===== config.mk =====
export PLATFORM = sky130hd
export DESIGN_NAME = viterbi_frame_ctrl
export DESIGN_NICKNAME = d
export VERILOG_FILES = /design/src/rtl/viterbi_pkg.sv /design/src/rtl/viterbi_frame_ctrl.sv
export SDC_FILE = /design/constraint.sdc
export NUM_CORES = 1
export LEC_CHECK = 0
export CAP_MARGIN = 30
export CORE_UTILIZATION = 40
export CTS_CLUSTER_SIZE = 20
export DETAILED_ROUTE_END_ITERATION = 10
export DONT_BUFFER_PORTS = 1
export SLEW_MARGIN = 5
export SYNTH_ARGS = -nofsm -noshare
export SYNTH_HDL_FRONTEND = slang
export SYNTH_SLANG_ARGS = --single-unit
export TNS_END_PERCENT = 100

===== constraint.sdc =====
create_clock -name i_clk -period 2.5 [get_ports i_clk]
set_input_delay 0.5 -clock i_clk [delete_from_list [all_inputs] [get_ports i_clk]]
set_output_delay 0.5 -clock i_clk [all_outputs]
set_load 0.02 [all_outputs]

===== src/rtl/viterbi_pkg.sv =====
// viterbi_pkg: shared controller state encoding and default frame length
package viterbi_pkg;

    localparam int FRAME_LEN_DEFAULT = 16;

    typedef enum logic [2:0] {
        IDLE,
        INIT,
        ACS,
        TB,
        DONE
    } ctrl_state_t;

endpackage


===== src/rtl/viterbi_frame_ctrl.sv =====
// viterbi_frame_ctrl: frame sequencer driving PMU init, ACS updates, survivor writes and traceback reads
module viterbi_frame_ctrl
    import viterbi_pkg::*;
#(
    parameter int FRAME_LEN = FRAME_LEN_DEFAULT
) (
    input  logic                         i_clk,
    input  logic                         i_rst_n,
    input  logic                         i_start,
    input  logic                         i_abort,
    input  logic                         i_sym_valid,
    output logic                         o_sym_ready,
    output logic                         o_pm_init,
    output logic                         o_acs_en,
    output logic                         o_sm_we,
    output logic [$clog2(FRAME_LEN)-1:0] o_sm_addr,
    output logic                         o_tb_rd,
    output logic [$clog2(FRAME_LEN)-1:0] o_tb_addr,
    output logic                         o_tb_first,
    output logic                         o_dec_valid,
    output logic [$clog2(FRAME_LEN)-1:0] o_dec_idx,
    output logic                         o_busy,
    output logic                         o_done
);

    localparam int ADDR_W = $clog2(FRAME_LEN);
    localparam logic [ADDR_W-1:0] LAST = ADDR_W'(FRAME_LEN - 1);

    ctrl_state_t       state_q, state_d;
    logic [ADDR_W-1:0] step_q, step_d;
    logic [ADDR_W-1:0] tb_q, tb_d;
    logic              dec_valid_q, dec_valid_d;
    logic [ADDR_W-1:0] dec_idx_q, dec_idx_d;
    logic              accept;

    assign accept = i_sym_valid & (state_q == ACS);

    // state, counters and the one-cycle survivor-read-latency pipeline
    always_ff @(posedge i_clk or negedge i_rst_n) begin
        if (!i_rst_n) begin
            state_q     <= IDLE;
            step_q      <= '0;
            tb_q        <= '0;
            dec_valid_q <= 1'b0;
            dec_idx_q   <= '0;
        end else begin
            state_q     <= state_d;
            step_q      <= step_d;
            tb_q        <= tb_d;
            dec_valid_q <= dec_valid_d;
            dec_idx_q   <= dec_idx_d;
        end
    end

    // next state; abort overrides every other transition
    always_comb begin
        state_d = state_q;
        if (i_abort) begin
            state_d = IDLE;
        end else begin
            unique case (state_q)
                IDLE:    state_d = i_start ? INIT : IDLE;
                INIT:    state_d = ACS;
                ACS:     state_d = (accept && step_q == LAST) ? TB : ACS;
                TB:      state_d = (tb_q == '0) ? DONE : TB;
                DONE:    state_d = IDLE;
                default: state_d = IDLE;
            endcase
        end
    end

    // step counter climbs on accepts, traceback counter sweeps down from the last step
    always_comb begin
        step_d = step_q;
        tb_d   = tb_q;
        if (i_abort) begin
            step_d = '0;
            tb_d   = '0;
        end else if (state_q == INIT) begin
            step_d = '0;
        end else if (accept) begin
            step_d = (step_q == LAST) ? '0 : step_q + 1'b1;
            tb_d   = (step_q == LAST) ? LAST : tb_q;
        end else if (state_q == TB && tb_q != '0) begin
            tb_d = tb_q - 1'b1;
        end
    end

    // decoded strobes and addresses; only acs_en/sm_we look at the input handshake
    always_comb begin
        o_sym_ready = state_q == ACS;
        o_pm_init   = state_q == INIT;
        o_acs_en    = accept;
        o_sm_we     = accept;
        o_sm_addr   = step_q;
        o_tb_rd     = state_q == TB;
        o_tb_addr   = tb_q;
        o_tb_first  = (state_q == TB) && (tb_q == LAST);
        o_busy      = state_q != IDLE;
        o_done      = state_q == DONE;
        o_dec_valid = dec_valid_q;
        o_dec_idx   = dec_idx_q;
        dec_valid_d = !i_abort && (state_q == TB);
        dec_idx_d   = i_abort ? '0 : tb_q;
    end

endmodule


# After elaboration in Yosys (flattened, before gate mapping)
# Cells that the tools add are included.
dict set report op_classes {
  bitwise 1
  reduce_logical 12
  mux 15
  n_addsub 2
  n_eq_ne 8
}
# operator count
set op_table {}
lappend op_table {{2-to-1 mux 4 bit} 10}
lappend op_table {{one-hot mux 3 bit (4 select lines)} 1}
lappend op_table {{nonzero test 3 bit} 3}
lappend op_table {{equality test 4 bit, second input constant} 2}
lappend op_table {{equality test 3 x 2 -> 1 bit, second input constant} 2}
lappend op_table {{2-to-1 mux 3 bit} 2}
lappend op_table {{adder 4 x 1 -> 4 bit, second input constant} 1}
lappend op_table {{logical AND 1 bit} 4}
lappend op_table {{zero test 4 bit} 1}
lappend op_table {{nonzero test 4 bit} 1}
lappend op_table {{subtractor 4 x 1 -> 4 bit, second input constant} 1}
lappend op_table {{equality test 3 x 1 -> 1 bit, second input constant} 1}
lappend op_table {{equality test 3 bit, second input constant} 1}
lappend op_table {{zero test 3 bit} 1}
lappend op_table {{!= test 3 x 2 -> 1 bit, second input constant} 1}
lappend op_table {{AND reduction 3 bit} 1}
lappend op_table {{2-to-1 mux 1 bit} 2}
lappend op_table {{!= test 2 bit, second input constant} 1}
lappend op_table {{AND 1 bit} 1}
lappend op_table {{zero test 1 bit} 1}
dict set report totals {
  register_bits 16
  elab_cells 43
  in_bits 5
  out_inout_bits 21
}

# Longest topological paths before layout
dict set report depth {
  word_depth 6
  mapped_depth 5
  mapped_depth_nobuf 5
}

# Least setup slack after synthesis
# OpenSTA, ideal clock, no wires.
dict set report synth_timing {
  path_kind {flip-flop to output port}
  start {register state_q[2]}
  end {output o_tb_first}
  stages_incl_launch_ff 4
  path_buffers 0
  setup_slack_ps 761
  arrival_time_ps 1239
  required_time_ps 2000
  path_cell_list {dfrtp_1 nand3b_1 inv_1 and4_1}
}
dict set report synth_between {
  elab_chain_cells 2
}
# item line
set synth_lines {}
lappend synth_lines {{start, declared} viterbi_frame_ctrl.sv:29} ;# ctrl_state_t state_q, state_d;
lappend synth_lines {{start signal, assigned} viterbi_frame_ctrl.sv:47} ;# state_q <= state_d;
lappend synth_lines {{equality test 3 x 2 -> 1 bit} n/a}
lappend synth_lines {{net o_tb_rd} viterbi_frame_ctrl.sv:17} ;# output logic o_tb_rd,
lappend synth_lines {{logical AND 1 bit} viterbi_frame_ctrl.sv:98} ;# o_tb_first = (state_q == TB) && (tb_q == LAST);
lappend synth_lines {{end, declared} viterbi_frame_ctrl.sv:19} ;# output logic o_tb_first,
# The timed path passes the listed nets, and every way through them passes these cells.

# Final worst setup path
# Ends and elaborated chain as after synthesis.

==> reports/qor.txt <==
layout cells sized above 1: 0.09756
WL per Instance: 14.64 um
final period utilization: 0.8889
Hold Vio Cnt, Final: 0
TritonCTS clock tree: done
die area: 0.002312 mm2
CP Launch Type: flip-flop
CTS clk-pin slew, worst paths: 80 ps
Crit Path Class: reg -> out
Crit path required time: 2000 ps
clock share of power: 0.294
Ports: 26
Syn Inst Count: 82
Root Driver: clkbuf_4
nets@finish: 92
Worst R2R End: o_tb_addr[1]
largest net degree at the start of global routing: 17
total grt overflow: 0
P_int: 329.9 uW
first-pass GRT wire length: 2394 um
Via-to-Cell Ratio: 5.550
Worst Setup End Kind: output port
Critical Path Fanout Max: 8
skew final: 3.271 ps
Sink Count: 16
R2R Setup Slk: 600 ps
residual DRC count: 0
initial drt markers: 22
hold endpoint: o_tb_addr[3]
Slew @ Worst Pin: 693.9 ps
max-slew violations: 0
Cell Area, Placed: 855.8 um2
Synth-to-Final Area Change: 4.566%
Finished Core Util: 0.4482
sw frac: 0.2430
buffers added on ports: 0
power density over cell area: 490.6 mW/mm2
largest cells by area after synthesis: dfrtp_1 47%, ha_1 4.4%, nand2b_1 3.7%
Pre-antenna DRT Iters: 4
Syn Std Cell Area: 849.6 um2
hold path depth: 1
Final Instance Area: 888.4 um2
Hold WC Path Type: in -> reg
syn nets: 90
Synth cell types: 34
cell leakage power: 0.3953 nW
total number of vias: 605
core area: 0.001982 mm2
Syn. warnings: 0
Max Cap Violations: 0
vias in the first global route: 536
Synth async-reset ratio: 1.000
Synth top area share: 0.4713
RSZ-0062 raised after global routing: no
site row count: 16
commonest non-fill, non-tap cell in the layout: dfrtp_1
CP arrival: 1720 ps
initial antenna violation count: 0
post-cts resize count: 0
H-tree depth: 1
hpwl dp: 1115 um
overall routing resource usage: 0.1516
WL final: 1596 um
dominant cell type by area after synthesis: dfrtp_1
VDD IR max: 0.3032 mV
fin cells: 109
Starting Density: 0.4287
combinational cell fraction of total power: 0.084
CTS Buffer Depth: 2
sequential area share after synthesis: 0.4713
P_sw: 105.9 uW
number of synthesized flops with an enable pin: 0
ys flop type: dfrtp_1
die height: 48.09 um
register bit count reported by yosys: 16
worst r2r path cells: 5
status: completed
setup bufs post-CTS: 0
Fin Setup TNS: 0 ps
Sequential Power Share: 0.621
antenna-violating nets left: 0
average cell area after synthesis: 10.36 um2
ANT cells: 0
R2R Path Start: o_tb_addr[0]
placed cell count: 105
HP Start: i_abort
Worst slew margin: 0.5359
CTS buffer count: 3
Fmax: 0.4500 GHz
die width: 48.09 um
Worst-Skew Late Latency: 280 ps
Setup Viol. Count Final: 0
minimum clock period after layout: 2222 ps
commonest non-fill, non-tap cells in the layout: 16 x dfrtp_1, 7 x inv_1, 5 x nor2_1, 5 x nand2b_1, 5 x a21oi_1
Placer Congestion: 0.7234
-- metrics by stage --
stage | hold slack [ps] | power (mW) | worst slack, ps
finish | 265.9 | 0.4358 | 277.6
floorplan | 204.4 | 0.3088 | 760.6
global placement | 204.7 | 0.3068 | 592.0
detailed placement | 204.7 | 0.3069 | 593.7
CTS | 254.0 | 0.4440 | 276.2
global route | 245.0 | 0.4577 | 193.4
-- final cells by class --
type,instances,area (um2)
timing repair buffer,2,17.52
tap,27,33.78
sequential,16,400.4
multi-input combinational,54,387.9
inverter,7,26.28
fill,183,1094
clock buffer,3,22.52
-- cells in the mapped netlist (2+ instances only) --
cell type	count
nand3_1	2
nand2b_1	5
nor3_1	4
o32ai_1	3
a21oi_1	5
buf_4	2
nor3b_1	4
dfrtp_1	16
nor2_1	5
nor2b_1	2
a211oi_2	2
ha_1	3
inv_1	7
nand3b_1	2
-- state kept, by name, indices dropped and copies added (netlist names) --
register     flops
o_sm_addr        4
state_q          3
o_dec_idx        4
o_tb_addr        4
o_dec_valid      1
-- worst max-delay path by stage --
| stage | from | cells past startpoint | slack, ps | end |
|---|---|---|---|---|
| 4_1_cts | state_q[2] | 3 | 280 | o_tb_first |
| 3_3_place_gp | state_q[2] | 3 | 590 | o_tb_first |
| 3_5_place_dp | state_q[2] | 3 | 590 | o_tb_first |
| 6_report | state_q[2] | 3 | 280 | o_tb_first |
| 2_1_floorplan | state_q[2] | 3 | 760 | o_tb_first |
| 5_1_grt | state_q[2] | 3 | 190 | o_tb_first |
-- repair_timing --
item,4_1_cts,5_1_grt
hold endpoints to repair,16,0
endpoints found under the setup margin,0,0
hold buffers,1,0
-- critical path, cell delays in order (launching register included) --
cell	delay [ps]
dfrtp_1	470
nand3b_1	280
inv_1	320
and4_1	380
-- cells by family after synthesis --
family / share of synthesized area
AO/OA/AOI/OAI: 0.1738
adder cells (fa/ha/maj): 0.04419
buffers and inverters: 0.07215
flip-flops: 0.4713
AND/OR/NAND/NOR: 0.2386
-- metal layers --
| layer | global-route usage | part of all wire | vias to the layer above |
|---|---|---|---|
| met4 | 0.01667 | 0.0075 | 0 |
| met5 | 0 | 0 | - |
| li1 | - | - | 300 |
| met3 | 0.07925 | 0.065 | 2 |
| met1 | 0.1906 | 0.48 | 287 |
| met2 | 0.2405 | 0.45 | 16 |
-- power by group through the flow --
| stage | clock network (mW) | logic, mW | registers [mW] |
|---|---|---|---|
| after global routing | 0.145 | 0.0411 | 0.272 |
| after detailed placement | 0 | 0.0310 | 0.276 |
| final | 0.128 | 0.0367 | 0.271 |
| after floorplan | 0 | 0.0382 | 0.271 |
| after global placement | 0 | 0.0313 | 0.275 |
| after CTS | 0.136 | 0.0374 | 0.271 |
Power figures use the tool's default switching activity.
